==> config.mk <==
export PLATFORM = sky130hd
export DESIGN_NAME = tlul_adapter_reg_lite
export DESIGN_NICKNAME = d
export VERILOG_FILES = /design/src/rtl/tlul_pkg.sv /design/src/rtl/tlul_req_err_chk.sv /design/src/rtl/tlul_adapter_reg_lite.sv
export SDC_FILE = /design/constraint.sdc
export NUM_CORES = 1
export LEC_CHECK = 0
export ABC_CLOCK_PERIOD_IN_PS = 1900
export CORE_MARGIN = 4
export CORE_UTILIZATION = 42
export DETAILED_ROUTE_END_ITERATION = 10
export PLACE_DENSITY = 0.81
export RECOVER_POWER = 50
export REMOVE_ABC_BUFFERS = 1
export SKIP_LAST_GASP = 1
export SYNTH_ARGS = -nofsm -noshare
export SYNTH_HDL_FRONTEND = slang
export SYNTH_HIERARCHICAL = 1
export SYNTH_SLANG_ARGS = --single-unit
==> constraint.sdc <==
create_clock -name clk_i -period 1.9 [get_ports clk_i]
set_clock_uncertainty 0.2 [all_clocks]
set_input_delay 0.285 -clock clk_i [delete_from_list [all_inputs] [get_ports clk_i]]
set_output_delay 0.285 -clock clk_i [all_outputs]
set_load 0.05 [all_outputs]
==> src/rtl/tlul_pkg.sv <==
// TL-UL bus types, opcode encodings and the register-adapter FSM state type.
package tlul_pkg;

    localparam int TL_AW  = 32;
    localparam int TL_DW  = 32;
    localparam int TL_AIW = 8;
    localparam int TL_DIW = 1;
    localparam int TL_SZW = 2;
    localparam int TL_DBW = TL_DW / 8;

    localparam logic [TL_DW-1:0] TL_ERR_RDATA = 32'hFFFF_FFFF;

    typedef enum logic [2:0] {
        PutFullData    = 3'h0,
        PutPartialData = 3'h1,
        Get            = 3'h4
    } tl_a_op_e;

    typedef enum logic [2:0] {
        AccessAck     = 3'h0,
        AccessAckData = 3'h1
    } tl_d_op_e;

    // Opcode fields are plain vectors so illegal encodings can travel on the bus.
    typedef struct packed {
        logic              a_valid;
        logic [2:0]        a_opcode;
        logic [2:0]        a_param;
        logic [TL_SZW-1:0] a_size;
        logic [TL_AIW-1:0] a_source;
        logic [TL_AW-1:0]  a_address;
        logic [TL_DBW-1:0] a_mask;
        logic [TL_DW-1:0]  a_data;
        logic              d_ready;
    } tl_h2d_t;

    typedef struct packed {
        logic              d_valid;
        logic [2:0]        d_opcode;
        logic [2:0]        d_param;
        logic [TL_SZW-1:0] d_size;
        logic [TL_AIW-1:0] d_source;
        logic [TL_DIW-1:0] d_sink;
        logic [TL_DW-1:0]  d_data;
        logic              d_error;
        logic              a_ready;
    } tl_d2h_t;

    typedef enum logic [1:0] {
        IDLE,
        WAIT,
        RSP
    } reg_lite_state_e;

    function automatic logic tl_is_put(input logic [2:0] op);
        return (op == PutFullData) || (op == PutPartialData);
    endfunction

endpackage

==> src/rtl/tlul_req_err_chk.sv <==
// Combinational TL-UL A-channel legality check for simple register devices.
module tlul_req_err_chk
    import tlul_pkg::*;
(
    input  tl_h2d_t i_tl,
    output logic    o_err
);

    logic w_bad_op;
    logic w_bad_align;
    logic w_bad_size;
    logic w_bad_mask;
    logic w_unused;

    assign w_bad_op    = !((i_tl.a_opcode == Get) || tl_is_put(i_tl.a_opcode));
    assign w_bad_align = (i_tl.a_address[1:0] != 2'b00);
    assign w_bad_size  = (i_tl.a_size > TL_SZW'(2));
    assign w_bad_mask  = ((i_tl.a_opcode == PutFullData) && (i_tl.a_mask != '1))
                       || (tl_is_put(i_tl.a_opcode) && (i_tl.a_mask == '0));

    assign o_err = w_bad_op | w_bad_align | w_bad_size | w_bad_mask;

    assign w_unused = ^{i_tl.a_valid, i_tl.a_param, i_tl.a_source,
                        i_tl.a_address[TL_AW-1:2], i_tl.a_data, i_tl.d_ready};

endmodule

==> src/rtl/tlul_adapter_reg_lite.sv <==
// TL-UL device endpoint turning A-channel requests into single-cycle register strobes.
// Optional TLUL_ADAPTER_REG_BUSY_EN adds busy_i, which back-pressures a_ready in IDLE.
module tlul_adapter_reg_lite
    import tlul_pkg::*;
#(
    parameter int RegAw         = 8,
    parameter int AccessLatency = 0
) (
    input  logic              clk_i,
    input  logic              rst_ni,
    input  tl_h2d_t           tl_i,
    output tl_d2h_t           tl_o,
    output logic              re_o,
    output logic              we_o,
    output logic [RegAw-1:0]  addr_o,
    output logic [TL_DW-1:0]  wdata_o,
    output logic [TL_DBW-1:0] be_o,
    input  logic [TL_DW-1:0]  rdata_i,
    input  logic              error_i
`ifdef TLUL_ADAPTER_REG_BUSY_EN
    ,
    input  logic              busy_i
`endif
);

    if ((AccessLatency != 0) && (AccessLatency != 1)) begin : g_bad_latency
        $fatal(1, "tlul_adapter_reg_lite: AccessLatency must be 0 or 1");
    end

    reg_lite_state_e r_state, w_state_nxt;

    logic w_err, w_a_ready, w_accept, w_is_get, w_is_put, w_sample;
    logic r_is_read, r_err, r_rerr;
    logic [TL_AIW-1:0] r_source;
    logic [TL_SZW-1:0] r_size;
    logic [TL_DW-1:0]  r_rdata, r_wdata;
    logic [RegAw-1:0]  r_addr;
    logic [TL_DBW-1:0] r_be;
    logic w_unused;

    tlul_req_err_chk u_err_chk (
        .i_tl  (tl_i),
        .o_err (w_err)
    );

`ifdef TLUL_ADAPTER_REG_BUSY_EN
    assign w_a_ready = (r_state == IDLE) & ~busy_i;
`else
    assign w_a_ready = (r_state == IDLE);
`endif

    assign w_accept = tl_i.a_valid & w_a_ready;
    assign w_is_get = (tl_i.a_opcode == Get);
    assign w_is_put = tl_is_put(tl_i.a_opcode);
    // Zero latency samples in the accept cycle; otherwise in WAIT (errored requests never get there).
    assign w_sample = (AccessLatency == 0) ? (w_accept & ~w_err) : (r_state == WAIT);
    assign w_unused = ^{tl_i.a_param, tl_i.a_address};

    always_ff @(posedge clk_i or negedge rst_ni) begin
        if (!rst_ni) r_state <= IDLE;
        else         r_state <= w_state_nxt;
    end

    always_comb begin
        w_state_nxt = r_state;
        unique case (r_state)
            IDLE:    if (w_accept) w_state_nxt = (w_err || (AccessLatency == 0)) ? RSP : WAIT;
            WAIT:    w_state_nxt = RSP;
            RSP:     if (tl_i.d_ready) w_state_nxt = IDLE;
            default: w_state_nxt = IDLE;
        endcase
    end

    always_comb begin
        re_o    = w_accept & w_is_get & ~w_err;
        we_o    = w_accept & w_is_put & ~w_err;
        addr_o  = (r_state == IDLE) ? tl_i.a_address[RegAw-1:0] : r_addr;
        wdata_o = (r_state == IDLE) ? tl_i.a_data : r_wdata;
        be_o    = (r_state == IDLE) ? tl_i.a_mask : r_be;

        tl_o         = '0;
        tl_o.a_ready = w_a_ready;
        if (r_state == RSP) begin
            tl_o.d_valid  = 1'b1;
            tl_o.d_opcode = r_is_read ? AccessAckData : AccessAck;
            tl_o.d_size   = r_size;
            tl_o.d_source = r_source;
            tl_o.d_error  = r_err | r_rerr;
            tl_o.d_data   = r_is_read ? (r_err ? TL_ERR_RDATA : r_rdata) : '0;
        end
    end

    always_ff @(posedge clk_i or negedge rst_ni) begin
        if (!rst_ni) begin
            r_addr    <= '0;
            r_wdata   <= '0;
            r_be      <= '0;
            r_source  <= '0;
            r_size    <= '0;
            r_is_read <= 1'b0;
            r_err     <= 1'b0;
            r_rdata   <= '0;
            r_rerr    <= 1'b0;
        end else begin
            if (w_accept) begin
                r_addr    <= tl_i.a_address[RegAw-1:0];
                r_wdata   <= tl_i.a_data;
                r_be      <= tl_i.a_mask;
                r_source  <= tl_i.a_source;
                r_size    <= tl_i.a_size;
                r_is_read <= w_is_get;
                r_err     <= w_err;
                r_rdata   <= '0;
                r_rerr    <= 1'b0;
            end
            if (w_sample) begin
                r_rdata <= rdata_i;
                r_rerr  <= error_i;
            end
        end
    end

endmodule

Word-level counts from Yosys, hierarchy flattened
Index checks and enable logic that the tools add are counted.
- flip-flop bits (word level): 91
- equal/unequal tests: 7
- bitwise logic cells: 11
- multiplexer cells: 16
- order comparisons: 1
- reductions and logical operators: 12
- operator list (operator ; count):
    2-to-1 mux 32 bit ; 5
    2-to-1 mux 33 bit ; 1
    2-to-1 mux 10 bit ; 1
    2-to-1 mux 4 bit ; 2
    2-to-1 mux 8 bit ; 1
    AND 1 bit ; 6
    one-hot mux 2 bit (3 select lines) ; 1
    zero test 4 bit ; 1
    2-to-1 mux 2 bit ; 2
    inequality test 4 bit (second input constant) ; 1
    bitwise OR 1 bit ; 4
    nonzero test 2 bit ; 2
    equality test 3 x 1 -> 1 bit (second input constant) ; 1
    equality test 3 bit (second input constant) ; 1
    zero test 3 bit ; 1
    logical OR 1 bit ; 3
    2-to-1 mux 1 bit ; 3
    equality test 2 x 1 -> 1 bit (second input constant) ; 1
    equality test 2 bit (second input constant) ; 1
    greater-than comparator 2 bit (second input constant) ; 1
    logical AND 1 bit ; 2
    zero test 2 bit ; 1
    inequality test 2 x 1 -> 1 bit (second input constant) ; 1
    inequality test 2 bit (second input constant) ; 1
    other kinds (3) ; 3

Logic depth before layout (Yosys ltp)
Gate-level depths: netlist of run 1.
- depth in word-level cells: 10
- depth in mapped cells: 6

Modules after synthesis
Netlist of run 1, hierarchy kept.
- modules (own cells, without submodules) (module ; cells an instance ; area each (sq um) ; instances ; seq. area each (sq um)):
    tlul_adapter_reg_lite ; 375 ; 4842.1 ; 1 ; 2252.2
    tlul_req_err_chk ; 6 ; 51.3 ; 1 ; 0.0

Worst setup path before layout of run 1
Ideal clock, no wire load.
- kind: flip-flop to output port
- start: register r_state[1]
- end: output port re_o
- path slack: -1160 ps
- stages on the path, launching flop included: 5
- data required time: 1415 ps
- buffers on the path: 2
- data arrival time: 2575 ps
- path through: dfrtp_1 > nand2b_4 > buf_6 > buf_6 > nor4_1
- longest elaborated chain between the ends: 4
- ends and longest elaborated chain (what ; line ; text):
    start, declared ; tlul_adapter_reg_lite.sv:30 ; reg_lite_state_e r_state, w_state_nxt;
    start signal, assigned ; tlul_adapter_reg_lite.sv:61 ; else r_state <= w_state_nxt;
    zero test 2 bit ; tlul_adapter_reg_lite.sv:49 ; assign w_a_ready = (r_state == IDLE);
    AND 1 bit ; tlul_adapter_reg_lite.sv:52 ; assign w_accept = tl_i.a_valid & w_a_ready;
    AND 1 bit (2 in series) ; tlul_adapter_reg_lite.sv:75 ; re_o = w_accept & w_is_get & ~w_err;
    end, declared ; tlul_adapter_reg_lite.sv:13 ; output logic re_o,
Every way passes these cells.

Worst setup path in the final report of run 1
- start: register r_state[1]
- end: output port be_o[2]
- longest elaborated chain between the ends: 2
- ends and longest elaborated chain (what ; line ; text):
    zero test 2 bit ; tlul_adapter_reg_lite.sv:79 ; be_o = (r_state == IDLE) ? tl_i.a_mask : r_be;
    2-to-1 mux 4 bit ; tlul_adapter_reg_lite.sv:79 ;
    end, declared ; tlul_adapter_reg_lite.sv:17 ; output logic [TL_DBW-1:0] be_o,
Every way passes these cells.

==> results.md, run 1 <==
* HP Class: input pin to register
* DRC violations left at 0
* Register area share after synthesis at between 40% and 50%
* Delay-heaviest family, CP: buffers and inverters
* Worst Path Required at about 1.4 ns
* Post-DP HPWL at between 9000 and 10000 µm
* Placer congestion estimate at 0.787
* Data arrival, critical path at between 1.5 and 2 ns
* Top post-synthesis cells by area: dfrtp_1, mux2_4, mux2_2
* Avg Cell Area, Syn at approximately 13 µm²
* Maximum level of the CTS H-tree at 3
* Place WS at -0.464 ns
* Area after DPL at ~7500 µm²
* Final period util at 110%
* Slowest library cell on the worst path: dfrtp_2
* Num ports at roughly 220
* Setup ws final at -0.196 ns
* Routed WL at approximately 14000 µm
* Initial Utilization at 42.9%
* Synthesized area at between 4000 and 5000 µm²
* First-pass GRT wire length at around 20000 µm
* Cell Count, Final, Fillers Out at 740
* Tot Pwr at 0.00820 W
* Flip-flop and latch count after synthesis at 90
* Relative slew slack at a little under three fifths
* Failing checks: negative setup slack
* Via density at about 5.0
* Antenna cells at 0
* Netlist cell types at 23
* Die area at around 13000 µm²
* P&R area growth vs syn at 73.8%
* Reg clk slew, reported paths at about 0.07 ns
* Clock latency on the worst-skew pair at between 0.3 and 0.4 ns
* Routed Antenna Nets at 0
* Crit path largest cell delay at around 0.43 ns
* # setup viols final at 87
* Pre-antenna DRT Iters at 4
* Synth Instances at between 300 and 400
* Setup crit end kind: primary output
* Kind of critical path: register to primary output
* Total number of vias at 3721
* P_leak at 3.96 nW
* Rows at 39
* CTS tree: yes
* Vias in the first global route at a little under 4000
* Crit Path Max Fanout at 7
* Wire length per cell at 19.3 µm
* Post-layout nets at roughly 710
* Max Slew Vio Count at 0
* DR iter-0 viols at 162
* GRT Overall Usage at around a fifth
* RSZ-0062 raised after global routing: yes
* Synth Warn # at 6
* Fin. Hold Viols at 0
* Post-route minimum period at approximately 2.1 ns
* DIE HEIGHT at ~120 µm
* Buf/Inv on CP at 3
* TritonCTS Buffers at 9
* Cell Chain, Critical Path: buf_4 -> clkbuf_16 -> mux2_2 -> buf_6
* Die W at ~120 µm
* CP Launch Type: register
* Final Cell Area at roughly 8500 µm²
* Peak VDD IR at around 690 µV
* Max clock buf depth at 2
* Share of cells above drive strength 1 at a little under three fifths
* Top cell type's share of synthesized area at 46.0%
* Core ar. at about 11000 µm²
* Antenna violations before repair at 0
* Maximum Capacitance Violations at 0
* Root buffer cell: clkbuf_16
* Grt ovf at 0
* Port bufs at around 190
* Top cell type by total area after synthesis: dfrtp_1
* Pwr dens at approximately 960 nW/µm²
* FMAX at 477 MHz
* Clk sinks at 90
* Worst Tran Pin Value at between 0.6 and 0.7 ns
* Fillcell total at ~700
* Status: finished, violations left
* Post-Place Cells at about 710
* Pin count of the biggest net entering global routing at 49
[metrics by stage]
step	TNS [ns]	utilization, %	hold slack (ns)
global placement	-11.28	65.6	-0.0871
finish	-9.83	74.5	0.00485
global route	-15.15	74.5	0.00186
CTS	-13.55	70.1	0.00153
floorplan	-265.91	-	-0.211
detailed placement	-12.72	65.6	-0.0911
[sequential cells by signal, indices dropped and copies added, names as in the netlist]
| name | flops |
|---|---|
| r_rdata | 32 |
| r_wdata | 32 |
| r_addr | 8 |
| r_source | 8 |
| r_be | 4 |
| r_size | 2 |
| r_err | 1 |
| r_is_read | 1 |
| r_rerr | 1 |
| r_state | 1 |
[power breakdown]
group	total [W]	switching, W	internal, W
clock network	0.00202	0.000735	0.00128
logic	0.00378	0.00189	0.00189
registers	0.00240	0.000186	0.00221
[timing repair]
action | 4_1_cts | 5_1_grt
pin swaps | 6 | 6
buffers inserted | 2 | 9
endpoints found under the hold margin | 91 | 0
endpoints found under the setup margin | 98 | 99
cloned | 0 | 5
hold buffers | 2 | 0
resized for setup | 71 | 85
[cells by family (layout without fill, tap and decap cells)]
| family | count (synthesis) | count (layout) | synth area share, % |
|---|---|---|---|
| buffers and inverters | 35 | 246 | 5.01 |
| AND/OR/NAND/NOR | 118 | 118 | 12.3 |
| flip-flops | 90 | 90 | 46.0 |
| multiplexers | 133 | 133 | 36.1 |
| other | 1 | 6 | 0.0766 |
| AO/OA/AOI/OAI | 4 | 4 | 0.562 |
[cells in the final DEF, fill, tap and decap left out, types with 24 or more instances in the layout]
cell type         n
buf_4            30
nor2_4           33
clkdlybuf4s50_1  81
mux2_2           52
dfrtp_1          89
nor2_1           34
buf_12           67
mux2_4           81
nor2b_1          24
buf_6            29
[worst paths after layout]
kind / slack, ns / to / from / cells after the start
worst max-delay path: -0.20 / be_o[2] / r_state[1]$_DFFE_PN0P_ / 4
worst min-delay path: 0.005 / r_size[0]$_DFFE_PN0P_ / tl_i[77] / 2
worst max register to register: 0.02 / r_rdata[28]$_DFFE_PN0P_ / r_state[1]$_DFFE_PN0P_ / 5
worst min register to register: 0.31 / r_addr[2]$_DFFE_PN0P_ / r_addr[2]$_DFFE_PN0P_ / 1
max in group asynchronous: 0.34 / r_state[1]$_DFFE_PN0P_ / rst_ni / 3
min in group asynchronous: 0.15 / r_wdata[24]$_DFFE_PN0P_ / rst_ni / 2
[Yosys cell counts]
master and instances:
nor2b_1 24, dfrtp_1 90, and2b_1 9, inv_1 2
o21ai_1 1, nand2_1 1, nand2b_4 1, nor4_1 2
clkbuf_1 5, conb_1 1, a41oi_1 1, and2_1 10
nor3b_1 1, mux2_2 62, nand2b_1 1, buf_4 9
a22o_1 1, buf_2 10, mux2_4 71, o21ai_0 1
buf_6 9, nor2_1 67, nor4_2 2
[routing by layer]
metal  vias up  global-route usage (%)  share of wire [%]
li1       1698                       -                  -
met1      1891                    22.3                 38
met2       115                    33.2                 55
met3        17                    4.75                5.3
met4         0                    7.27                1.8
met5         -                       0                  0
[cell type report]
cell class / instances / area [µm²] / area share [%]
Clock inverter: 5 / 103 / 1.21
Clock buffer: 11 / 233 / 2.74
Inverter: 2 / 11.3 / 0.132
Multi-Input combinational cell: 261 / 2760 / 32.5
Tap cell: 143 / 179 / 2.10
Sequential cell: 90 / 2250 / 26.5
Timing Repair Buffer: 228 / 2970 / 34.9
No activity file was read; power rests on OpenSTA's default activity.
==> run 2, diff against run 1 <==
CELL_PAD_IN_SITES_DETAIL_PLACEMENT = 1   (was not set)
CELL_PAD_IN_SITES_GLOBAL_PLACEMENT = 2   (was not set)
CORE_UTILIZATION = 26   (was 42)
PLACE_DENSITY = not set   (was 0.81)
PLACE_DENSITY_LB_ADDON = 0.1   (was not set)
==> run 2 against run 1 <==
The run still ends with negative setup slack left. Sequential power about the same. Global-route usage decreased by 4.8 points. Sequential cell count unchanged. Count of clock-buffer cells in the layout rose by 2. Register-to-register slack hardly changed. Die area up 57%. First-iteration DRC count is 51% lower. Power shrank 5.8%. Highest routed layer is now met5. Maximum frequency increased by 0.28%. Via count down 2.8%.
==> results.md, run 2 (synthesis gave the netlist of run 1 again) <==
* Status: finished, violations left
* Failing checks: negative setup slack
* Place WS at -0.537 ns
* WHS at slightly below 0.08 ns
* Port bufs at ~190
* DIE HEIGHT at around 150 µm
* Grt ovf at 0
* P&R area growth vs syn at 68.9%
* Max Slew Vio Count at 0
* Total number of vias at ~3600
* DR iter-0 viols at between 70 and 80
* Antenna violations before repair at 1
* Wire length per cell at 18.5 µm
* Crit path largest cell delay at ~0.38 ns
* Max clock buf depth at 2
* HP Class: input pin to register
* First-pass GRT wire length at 23800 µm
* Kind of critical path: register to primary output
* Post-layout nets at just over 700
* Die area at around 21000 µm²
* Setup ws final at -0.190 ns
* CTS tree: yes
* Routed WL at roughly 15000 µm
* Crit Path Max Fanout at 12
* Share of cells above drive strength 1 at 55.7%
* Relative slew slack at between 50% and 60%
* Die W at roughly 150 µm
* Clock latency on the worst-skew pair at about 0.34 ns
* Rows at slightly below 50
* DRC violations left at 0
* Pwr dens at approximately 930 nW/µm²
* Maximum level of the CTS H-tree at 3
* Slowest library cell on the worst path: dfrtp_2
* Reg2reg path depth at 6
* Post-Place Cells at between 700 and 800
* # setup viols final at 87
* Pre-antenna DRT Iters at 4
* Maximum Capacitance Violations at 0
* Antenna cells at 0
* Crit path from: r_state[1]$_DFFE_PN0P_
* Routed Antenna Nets at 0
* Placer congestion estimate at between 0.7 and 0.8
* Post-route minimum period at between 2 and 2.5 ns
* Area after DPL at between 7000 and 8000 µm²
* Reg clk slew, reported paths at roughly 0.060 ns
* Hold Path Cell Cnt at 2
* Fin. Hold Viols at 0
* Via density at between 4 and 5
* Peak VDD IR at around 450 µV
* CP Launch Type: register
* R2R setup slack at around 0.020 ns
* FMAX at 479 MHz
* Pin count of the biggest net entering global routing at 48
* Data arrival, critical path at between 1.5 and 2 ns
* Cell Count, Final, Fillers Out at 823
* Clk sinks at 90
* Root buffer cell: clkbuf_16
* Reg2Reg Launch Point: r_state[1]$_DFFE_PN0P_
* P_leak at 3.82 nW
* Final period util at 110%
* RSZ-0062 raised after global routing: yes
* FF-to-FF End: r_wdata[0]$_DFFE_PN0P_
* Commonest non-fill, non-tap cells in the layout: dfrtp_1, clkdlybuf4s50_1, mux2_4
* GRT Overall Usage at between 10% and 20%
* TritonCTS Buffers at 9
* Initial Utilization at 26.9%
* Worst Path Required at ~1.4 ns
* Core ar. at approximately 18000 µm²
* Num ports at 219
* Worst Tran Pin Value at 0.658 ns
* Commonest non-fill, non-tap cell in the layout: dfrtp_1
* Fillcell total at around 1900
* Final Cell Area at approximately 8300 µm²
* Vias in the first global route at 4226
* Post-DP HPWL at 10600 µm
* Setup crit end kind: primary output
* Cell Chain, Critical Path: buf_12 -> clkbuf_16 -> mux2_2 -> buf_4
* Largest regs: r_rdata x32, r_wdata x32
* CP endpoint: wdata_o[10]
[run 2: cell types whose count changed in the layout (fill, tap and decap cells not counted), moves of 5 or more]
cell	before	now
buf_12	67	60
buf_4	30	49
buf_6	29	13
clkbuf_2	0	5
mux2_2	52	62
mux2_4	81	71
nor2_2	0	23
nor2_4	33	11
[run 2: final cells by class]
cell class | instances | area (µm²) | share of cell area [%]
timing repair buffer | 225 | 2800 | 33.9
tap | 229 | 287 | 3.47
sequential | 90 | 2250 | 27.3
clock buffer | 13 | 240 | 2.91
clock inverter | 3 | 40.0 | 0.485
multi-input combinational | 261 | 2640 | 31.9
inverter | 2 | 7.51 | 0.0909
[run 2: metal layers]
layer / GRT usage, % / vias to the layer above / part of all wire [%]
li1: - / 1688 / -
met1: 16.9 / 1798 / 42
met2: 24.7 / 115 / 51
met3: 5.11 / 15 / 6.3
met4: 2.85 / 2 / 0.87
met5: 0 / - / 0.072
[run 2: power by group]
group          switching [W]  internal (W)  total [W]
Sequential          0.000164       0.00221    0.00237
Clock               0.000750       0.00102    0.00177
Combinational        0.00184       0.00175    0.00358
[run 2: through the flow]
step	util, %	setup TNS (ns)	total power, W
floorplan	-	-265.91	0.00439
global placement	41.6	-13.08	0.00576
detailed placement	41.6	-15.16	0.00580
CTS	44.5	-15.83	0.00777
global route	45.4	-20.32	0.00809
finish	45.4	-12.44	0.00773
[run 2: worst max-delay path, delay by kind of cell, from the launching register on]
family	cells	cell delay (ns)
flip-flops	1	0.38
multiplexers	1	0.33
buffers and inverters	3	0.52
[run 2: worst min-delay path by stage]
stage	from	endpoint	slack (ns)
after floorplan	rst_ni	r_addr[0]$_DFFE_PN0P_	-0.21
after global placement	rst_ni	r_rdata[13]$_DFFE_PN0P_	0.02
after detailed placement	rst_ni	r_rdata[13]$_DFFE_PN0P_	0.02
after CTS	rst_ni	r_rdata[13]$_DFFE_PN0P_	0.20
after global routing	tl_i[36]	r_be[3]$_DFFE_PN0P_	0.07
final	tl_i[36]	r_be[3]$_DFFE_PN0P_	0.08
[run 2: what timing repair did]
| action | CTS | global route |
|---|---|---|
| setup endpoints to repair | 107 | 149 |
| endpoints found under the hold margin | 23 | 0 |
| buffers inserted | 3 | 2 |
| cloned | 2 | 3 |
| hold buffers | 3 | 0 |
| gates resized for setup | 70 | 37 |
| pin swaps | 6 | 5 |
==> run 3, diff against run 2 <==
ABC_CLOCK_PERIOD_IN_PS = 2300   (was 1900)
GPL_TIMING_DRIVEN = 0   (was not set)
clock period = 2.3 ns   (was 1.9 ns; I/O delays follow)
==> run 3 against run 2 <==
The flow still finishes with violations (negative setup slack). Utilization is 4.5 points lower. Setup slack gained 0.13 ns. Largest power group unchanged. Non-clock buffer count fell by 15. Die area did not move. Clock power about the same. Count of clock-buffer cells in the layout fell by 2. Critical path type is now input pin to primary output. Sequential cell count is the same.
==> results.md, run 3 (synthesis gave the netlist of run 1 again) <==
* Delay-heaviest family, CP: buffers and inverters
* Final period util at 103%
* Final Cell Area at ~7400 µm²
* DIE HEIGHT at 145 µm
* CP Launch Type: input pin
* Via density at approximately 4.5
* Area after DPL at roughly 6900 µm²
* Port bufs at 185
* Share of cells above drive strength 1 at between 40% and 50%
* Relative slew slack at 36.6%
* Post-layout nets at around 700
* Post-DP HPWL at roughly 9700 µm
* Status: finished, violations left
* Max layer used: met4
* Setup crit end kind: primary output
* Max clock buf depth at 2
* Grt ovf at 0
* CP dominant cell by count: nor4_4
* Kind of critical path: input pin to primary output
* Placer congestion estimate at 0.655
* Slowest library cell on the worst path: clkdlybuf4s50_1
* HP Class: input pin to register
* Crit path largest cell delay at 0.43 ns
* Vias in the first global route at ~4000
* Worst Tran Pin Value at about 0.95 ns
* Reg clk slew, reported paths at about 0.06 ns
* Routed Antenna Nets at 0
* Peak VDD IR at between 300 and 400 µV
* Commonest non-fill, non-tap cells in the layout: dfrtp_1, clkdlybuf4s50_1, mux2_2
* Pre-antenna DRT Iters at 4
* P_leak at 3.51 nW
* Post-Place Cells at about 770
* Antenna violations before repair at 0
* Clk sinks at 90
* Pwr dens at around 830 nW/µm²
* GRT Overall Usage at 14.3%
* DR iter-0 viols at 57
* Antenna cells at 0
* DR WL met2 at roughly 7500 µm
* Pin count of the biggest net entering global routing at 57
* Buf/Inv on CP at 2
* Data arrival, critical path at 1.82 ns
* Cell Count, Final, Fillers Out at roughly 810
* Die area at approximately 21000 µm²
* TritonCTS Buffers at 9
* Maximum Capacitance Violations at 0
* FMAX at around 420 MHz
* Die W at 145 µm
* Total number of vias at ~3600
* Largest regs: r_rdata x32, r_wdata x32
* RSZ-0062 raised after global routing: yes
* Cell Chain, Critical Path: clkdlybuf4s50_1 -> a22o_1 -> nor4_4 -> o21ai_4 -> nor4_4 -> buf_6
* Crit Path Max Fanout at 3
* Root buffer cell: clkbuf_16
* Tot Pwr at a little over 0.006 W
* Core ar. at roughly 18000 µm²
* Met3 wire length at roughly 900 µm
* Setup ws final at -0.0620 ns
* Met1 wire length at just under 7000 µm
* Routed WL at between 15000 and 20000 µm
* Wire length per cell at 19.2 µm
* First-pass GRT wire length at 23900 µm
* Post-route minimum period at 2.36 ns
* CTS tree: yes
* DRC violations left at 0
* Num ports at around 220
* Maximum level of the CTS H-tree at 3
* Fin. Hold Viols at 0
* Clock latency on the worst-skew pair at 0.34 ns
* P&R area growth vs syn at 52.0%
* Worst Path Required at about 1.8 ns
* Rows at 49
* Final core occ at just over 40%
* Max Slew Vio Count at 0
* Failing checks: negative setup slack
* Initial Utilization at between 20% and 30%
* # setup viols final at 7
* Commonest non-fill, non-tap cell in the layout: dfrtp_1
[run 3: cell count changes in the layout (fill, tap and decap cells not counted), sizes merged, moves of 2 or more]
cell and change:
dlygate4sd2 +6, buf -44, bufinv +2, clkdlybuf4s15 +12, nand2 +2, dlygate4sd3 -2, clkdlybuf4s50 +4, clkbuf +7
[run 3: final timing paths]
| check | endpoint | slack, ns | cells past startpoint | from |
|---|---|---|---|---|
| setup / recovery | we_o | -0.06 | 6 | tl_i[78] |
| hold / removal | r_be[2]$_DFFE_PN0P_ | 0.27 | 2 | tl_i[35] |
| setup reg to reg | r_rdata[17]$_DFFE_PN0P_ | 0.14 | 6 | r_state[1]$_DFFE_PN0P_ |
| hold reg to reg | r_wdata[0]$_DFFE_PN0P_ | 0.29 | 1 | r_wdata[0]$_DFFE_PN0P_ |
| max in group asynchronous | r_err$_DFFE_PN0P_ | 0.32 | 3 | rst_ni |
| min in group asynchronous | r_rdata[2]$_DFFE_PN0P_ | 0.47 | 2 | rst_ni |
[run 3: where the power goes]
group / switching [W] / internal (W) / leakage, nW
Sequential: 0.000147 / 0.00183 / 1.12
Combinational: 0.00143 / 0.00100 / 2.22
Clock: 0.000649 / 0.00109 / 0.166
Total: 0.00223 / 0.00392 / 3.51
[run 3: worst reg2reg max path, stage by stage (launching register included)]
cell and delay, ns:
dfrtp_4 0.47, buf_12 0.13, nand2b_4 0.15, buf_16 0.13, clkbuf_1 0.24, buf_16 0.30
mux2_2 0.42
[run 3: repair_timing]
action,4_1_cts,5_1_grt
hold buffers,1,0
gates resized for setup,397,154
cloned,2,3
hold endpoints to repair,34,0
setup endpoints to repair,163,54
setup buffers,10,7
pin swaps,0,4
[run 3: layout make-up]
cell class                 count  area [µm²]
timing repair buffer         210        1990
clock buffer                  11         243
fill                        1969       10800
inverter                       2        7.51
clock inverter                 5         103
multi-input combinational    264        2550
tap                          229         287
sequential                    90        2260
[run 3: metrics by stage]
step / TNS (ns) / setup slack [ns] / hold WS, ns
after global routing: -1.61 / -0.143 / 0.274
after floorplan: -198.79 / -2.14 / -0.151
after global placement: -672.57 / -3.27 / 0.287
after CTS: -0.374 / -0.158 / 0.255
after detailed placement: -83.96 / -1.42 / 0.156
final: -0.176 / -0.0620 / 0.269
[run 3: routing by layer]
| metal | up-vias | global-route usage [%] |
|---|---|---|
| li1 | 1670 | - |
| met1 | 1838 | 18.3 |
| met2 | 113 | 23.4 |
| met3 | 14 | 4.49 |
| met4 | 0 | 4.42 |
| met5 | - | 0 |
